<file path="src/rtl/mem_bus_arbiter.sv">
// Two-master round-robin arbiter sharing the data-memory/MIO bus between the
// CPU MEM-stage port and a secondary (DMA/display) master.
package mem_bus_arbiter_pkg;
    localparam int unsigned ADDR_W = 32;
    localparam int unsigned DATA_W = 32;

    typedef struct packed {
        logic              we;
        logic [ADDR_W-1:0] addr;
        logic [DATA_W-1:0] wdata;
    } busCmd_t;
endpackage

module mem_bus_arbiter
    import mem_bus_arbiter_pkg::*;
#(
    parameter int unsigned TIMEOUT = 255
) (
    input  logic              clk,
    input  logic              rst,
    input  logic              cpu_req,
    input  logic              cpu_we,
    input  logic [ADDR_W-1:0] cpu_addr,
    input  logic [DATA_W-1:0] cpu_wdata,
    output logic [DATA_W-1:0] cpu_rdata,
    output logic              cpu_done,
    output logic              cpu_err,
    output logic              cpu_stall,
    input  logic              dev_req,
    input  logic              dev_we,
    input  logic [ADDR_W-1:0] dev_addr,
    input  logic [DATA_W-1:0] dev_wdata,
    output logic [DATA_W-1:0] dev_rdata,
    output logic              dev_done,
    output logic              dev_err,
    output logic              bus_req,
    output logic              bus_we,
    output logic [ADDR_W-1:0] bus_addr,
    output logic [DATA_W-1:0] bus_wdata,
    input  logic [DATA_W-1:0] bus_rdata,
    input  logic              bus_ready
);
    localparam int unsigned CNT_W = 8;

    typedef enum logic [1:0] {IDLE, XFER, DONE} state_t;

    state_t            state, stateNext;
    busCmd_t           cmd, cmdNext, cpuCmd, devCmd;
    logic              busReq, busReqNext;
    logic              ownerDev, ownerDevNext;
    logic              lastDev, lastDevNext;
    logic [CNT_W-1:0]  cnt, cntNext;
    logic [DATA_W-1:0] cpuRdata, cpuRdataNext, devRdata, devRdataNext;
    logic              cpuDone, cpuDoneNext, cpuErr, cpuErrNext;
    logic              devDone, devDoneNext, devErr, devErrNext;
    logic              grantDev;
    logic              finish;

    assign cpuCmd = '{we: cpu_we, addr: cpu_addr, wdata: cpu_wdata};
    assign devCmd = '{we: dev_we, addr: dev_addr, wdata: dev_wdata};

    // Next-state and next-output logic; every registered output is computed here.
    always_comb begin
        stateNext    = state;
        cmdNext      = cmd;
        busReqNext   = busReq;
        ownerDevNext = ownerDev;
        lastDevNext  = lastDev;
        cntNext      = cnt;
        cpuRdataNext = cpuRdata;
        devRdataNext = devRdata;
        cpuDoneNext  = 1'b0;
        cpuErrNext   = 1'b0;
        devDoneNext  = 1'b0;
        devErrNext   = 1'b0;
        grantDev     = 1'b0;
        finish       = 1'b0;

        case (state)
            IDLE: begin
                if (cpu_req || dev_req) begin
                    // On a tie the master not served last wins
                    grantDev     = dev_req && (!cpu_req || !lastDev);
                    cmdNext      = grantDev ? devCmd : cpuCmd;
                    ownerDevNext = grantDev;
                    busReqNext   = 1'b1;
                    cntNext      = '0;
                    stateNext    = XFER;
                end
            end
            XFER: begin
                finish = bus_ready || (cnt == CNT_W'(TIMEOUT - 1));
                if (finish) begin
                    busReqNext  = 1'b0;
                    lastDevNext = ownerDev;
                    stateNext   = DONE;
                    if (ownerDev) begin
                        devDoneNext = 1'b1;
                        devErrNext  = !bus_ready;
                        if (!cmd.we) devRdataNext = bus_ready ? bus_rdata : '0;
                    end else begin
                        cpuDoneNext = 1'b1;
                        cpuErrNext  = !bus_ready;
                        if (!cmd.we) cpuRdataNext = bus_ready ? bus_rdata : '0;
                    end
                end else begin
                    cntNext = cnt + CNT_W'(1);
                end
            end
            DONE: stateNext = IDLE;
            default: stateNext = IDLE;
        endcase
    end

    always_ff @(posedge clk or negedge rst) begin
        if (!rst) begin
            state    <= IDLE;
            cmd      <= '0;
            busReq   <= 1'b0;
            ownerDev <= 1'b0;
            lastDev  <= 1'b1;
            cnt      <= '0;
            cpuRdata <= '0;
            devRdata <= '0;
            cpuDone  <= 1'b0;
            cpuErr   <= 1'b0;
            devDone  <= 1'b0;
            devErr   <= 1'b0;
        end else begin
            state    <= stateNext;
            cmd      <= cmdNext;
            busReq   <= busReqNext;
            ownerDev <= ownerDevNext;
            lastDev  <= lastDevNext;
            cnt      <= cntNext;
            cpuRdata <= cpuRdataNext;
            devRdata <= devRdataNext;
            cpuDone  <= cpuDoneNext;
            cpuErr   <= cpuErrNext;
            devDone  <= devDoneNext;
            devErr   <= devErrNext;
        end
    end

    assign bus_req   = busReq;
    assign bus_we    = cmd.we;
    assign bus_addr  = cmd.addr;
    assign bus_wdata = cmd.wdata;
    assign cpu_rdata = cpuRdata;
    assign cpu_done  = cpuDone;
    assign cpu_err   = cpuErr;
    assign dev_rdata = devRdata;
    assign dev_done  = devDone;
    assign dev_err   = devErr;

    // Pipeline stall drops in the completion cycle so the MEM stage can advance
    assign cpu_stall = cpu_req & ~cpuDone;

endmodule

</file>
<file path="config.mk">
export PLATFORM = sky130hd
export DESIGN_NAME = mem_bus_arbiter
export DESIGN_NICKNAME = d
export VERILOG_FILES = /design/src/rtl/mem_bus_arbiter.sv
export SDC_FILE = /design/constraint.sdc
export NUM_CORES = 1
export LEC_CHECK = 0
export ABC_AREA = 1
export BUFFER_PORTS_ARGS = -buffer_cell sky130_fd_sc_hd__buf_2
export CAP_MARGIN = 25
export CORE_ASPECT_RATIO = 0.75
export CORE_MARGIN = 5
export CORE_UTILIZATION = 35
export CTS_BUF_LIST = sky130_fd_sc_hd__clkbuf_4
export DETAILED_ROUTE_END_ITERATION = 10
export PLACE_DENSITY_LB_ADDON = 0.08
export SYNTH_ARGS = -nofsm -noshare
export SYNTH_HDL_FRONTEND = slang
export SYNTH_SLANG_ARGS = --single-unit
</file>
<file path="constraint.sdc">
create_clock -name clk -period 3.23 [get_ports clk]
set_input_delay 0.4845 -clock clk [delete_from_list [all_inputs] [get_ports clk]]
set_output_delay 0.4845 -clock clk [all_outputs]
set_load 0.02 [all_outputs]
</file>
==> metrics.cfg <==
[critical_path]
path_cells = inv_1 -> ha_1 -> nand2_1 -> nor2_1 -> nand2_2 -> nand2_4 -> nand3_4 -> nand2_1 -> o21ai_2
slowest_stage = nand3_4
worstSetupPathType = flip-flop to flip-flop
crit_path_max_incr_delay_ps = 610
startpoint = cnt[0]
cp.required_ps = 3610
worst-path-max-fanout = 64
rr_startpoint = cnt[0]
critPathMostFrequentCell = nand2_1
crit_path_end_kind = flip-flop
crit_arrival_ps = 2480
critPathLaunchType = flip-flop

[power_and_ir_drop]
p_seq_share_pct = 37.7
vdd_drop_max_v = 0.000378
clockPowerShare_pct = 18.0
comb_power_share_pct = 44.3
switchingPower_uw = 3540
p_int_uw = 4550
p_leak_uw = 0.00435
total_power_uw = 8090
power_density_nw_per_um2 = 965
switching_share_pct = 43.7

[routing]
drcViolationCount = 0
wire_per_inst_um = 15.7
ant_nets = 0
num_vias = 5729
vias_per_cell = 4.62
dr.pass1.iters = 4
finalWirelength_um = 19400
drtIter0Drc = 377

[synth]
synth-edff-count = 0
synth_top_cells_by_area = dfrtp_1, nand2_1, o21ai_0
synth_nets = 868
synth_area_per_cell_um2 = 9.15
synth_area_um2 = 6400
yosys_warnings = 0
synth-main-ff-cell = dfrtp_1
yosys.area.top_type = dfrtp_1
async_flop_share_pct = 100
synth.distinct_cells = 26
ys_ff_latch = 146
syn-instance-count = 699
yosysTopAreaCellShare_pct = 56.7
seq_area_frac_synth_pct = 57.1

[global_route]
track_usage_pct = 18.3
grt_antenna_before_repair = 2
grt_pass1_wl_um = 31200
grt_max_degree = 69
first_global_vias = 5734
globalRouteOverflowTotal = 0

[clocking]
clk_pin_slew_ps = 140
clock_latency_ps = 530
post_cts_buffers = 0
htree_levels = 4
clockRootBuffer = clkbuf_4
tritoncts = done
clk_path_buf_depth = 2
cts_buffers = 17
clock-sinks = 146

[final_layout]
syn_to_final_growth_pct = 31.0
multi_input_area_um2 = 2370
final_common_cell = buf_2
nNetsFinal = 1153
final_area_um2 = 8380
seqCellArea_um2 = 3650
drive_above_1_share_pct = 39.3
finalNonFillerCells = 1240
fillCellCount = 1806
mostFrequentLayoutCells = buf_2, nand2_1, dfrtp_1

[hold_path]
min_path_type = primary input to flip-flop
hold_start = dev_addr[14]

[floorplan]
num_rows = 42
start_util_pct = 35.9
die_x_um = 166
io_pins = 302
fp.dieH_um = 127
die-area_um2 = 21100
fp.coreArea_um2 = 17800

[timing]
hold_viol = 0
max_freq_ghz = 0.476
drv_slew = 0
setup_violations = 0
relSlewSlack_pct = 42.6
rsz0062_at_grt = false
worst_pin_slew_ps = 861
timing.hold.ws_ps = 199
timing.final.crit_period_ps = 2100
finalSetupTns_ps = 0
finalCritPeriodShare_pct = 65.1
finalClockSkew_ps = 25.8

[placement]
port_buffers = 301
dp_hpwl_um = 14000
place_area_um2 = 8000
place_inst = 1206
gp_congestion = 0.801

[outcome]
status = finished clean

[job]
drv_cap = 0

==> registers in the layout, summed over array words and instances, names as in the netlist, 2 cells and up <==
signal / flops
bus_addr: 32
bus_wdata: 32
cnt: 8
cpu_rdata: 32
dev_rdata: 32
state: 2
==> metrics by stage <==
step	setup slack, ps	util, %
6_report	1130	47.0
5_1_grt	907	47.0
4_1_cts	1100	47.0
3_5_place_dp	1130	44.9
3_3_place_gp	1180	44.9
2_1_floorplan	1810	-
==> layout make-up <==
class	instances	area share [%]
Antenna cell	1	0.0299
Clock buffer	18	1.61
Clock inverter	14	2.81
Inverter	19	0.851
Multi-Input combinational cell	490	28.3
Sequential cell	146	43.6
Tap cell	242	3.61
Timing Repair Buffer	310	19.2
==> cell families (layout without fill, tap and decap cells) <==
logic type	count (synthesis)	in the layout	synth area share [%]
compound gates	204	204	18.5
xor+xnor	2	2	0.274
fa+ha+maj	2	2	0.391
buf+inv	63	361	5.96
flops	146	146	57.1
other cells	0	1	0
simple gates	282	282	17.8
==> power groups by stage <==
stage / clock [uW] / combinational, uW / sequential, uW
finish: 1460 / 3590 / 3050
global route: 1600 / 3960 / 3140
CTS: 1500 / 3660 / 3050
detailed placement: 0 / 3660 / 3070
global placement: 0 / 3630 / 3090
floorplan: 0 / 1450 / 3980
==> path summary, 6_finish.rpt <==
path                            endpoint  slack (ps)  cells past startpoint
setup / recovery           cpu_rdata[18]        1130                      9
hold / removal              bus_addr[14]         200                      3
setup reg to reg           cpu_rdata[18]        1130                      9
hold reg to reg            cpu_rdata[25]         490                      2
max in group asynchronous        lastDev        1950                      3
min in group asynchronous    bus_addr[7]         470                      2
==> synthesized netlist by cell type, drive strengths merged, types with 2 or more instances <==
master,instances
a21oi,2
buf,35
clkbuf,9
dfrtp,145
ha,2
inv,19
nand2,188
nand3,10
nor2,82
o21ai,202
==> worst max-delay path: cells and delay by family, from the launching register on <==
family                   cells  cell delay [ps]
AO/OA/AOI/OAI                1               70
adder cells (fa/ha/maj)      1              140
buffers and inverters        1               90
flip-flops                   1              410
AND/OR/NAND/NOR              6             1220
==> layer usage <==
| metal | global-route usage [%] | vias up | wire (um) |
|---|---|---|---|
| met5 | 0 | - | 13 |
| met4 | 5.48 | 2 | 326 |
| met3 | 7.54 | 25 | 1650 |
| met2 | 28.5 | 202 | 9040 |
| met1 | 23.5 | 2635 | 8390 |
| li1 | - | 2865 | - |
==> timing repair <==
action                                 4_1_cts  5_1_grt
resized for setup                            0        0
hold buffers                                 1        0
endpoints found under the hold margin       54        0
(Power assumes the default switching activity.)
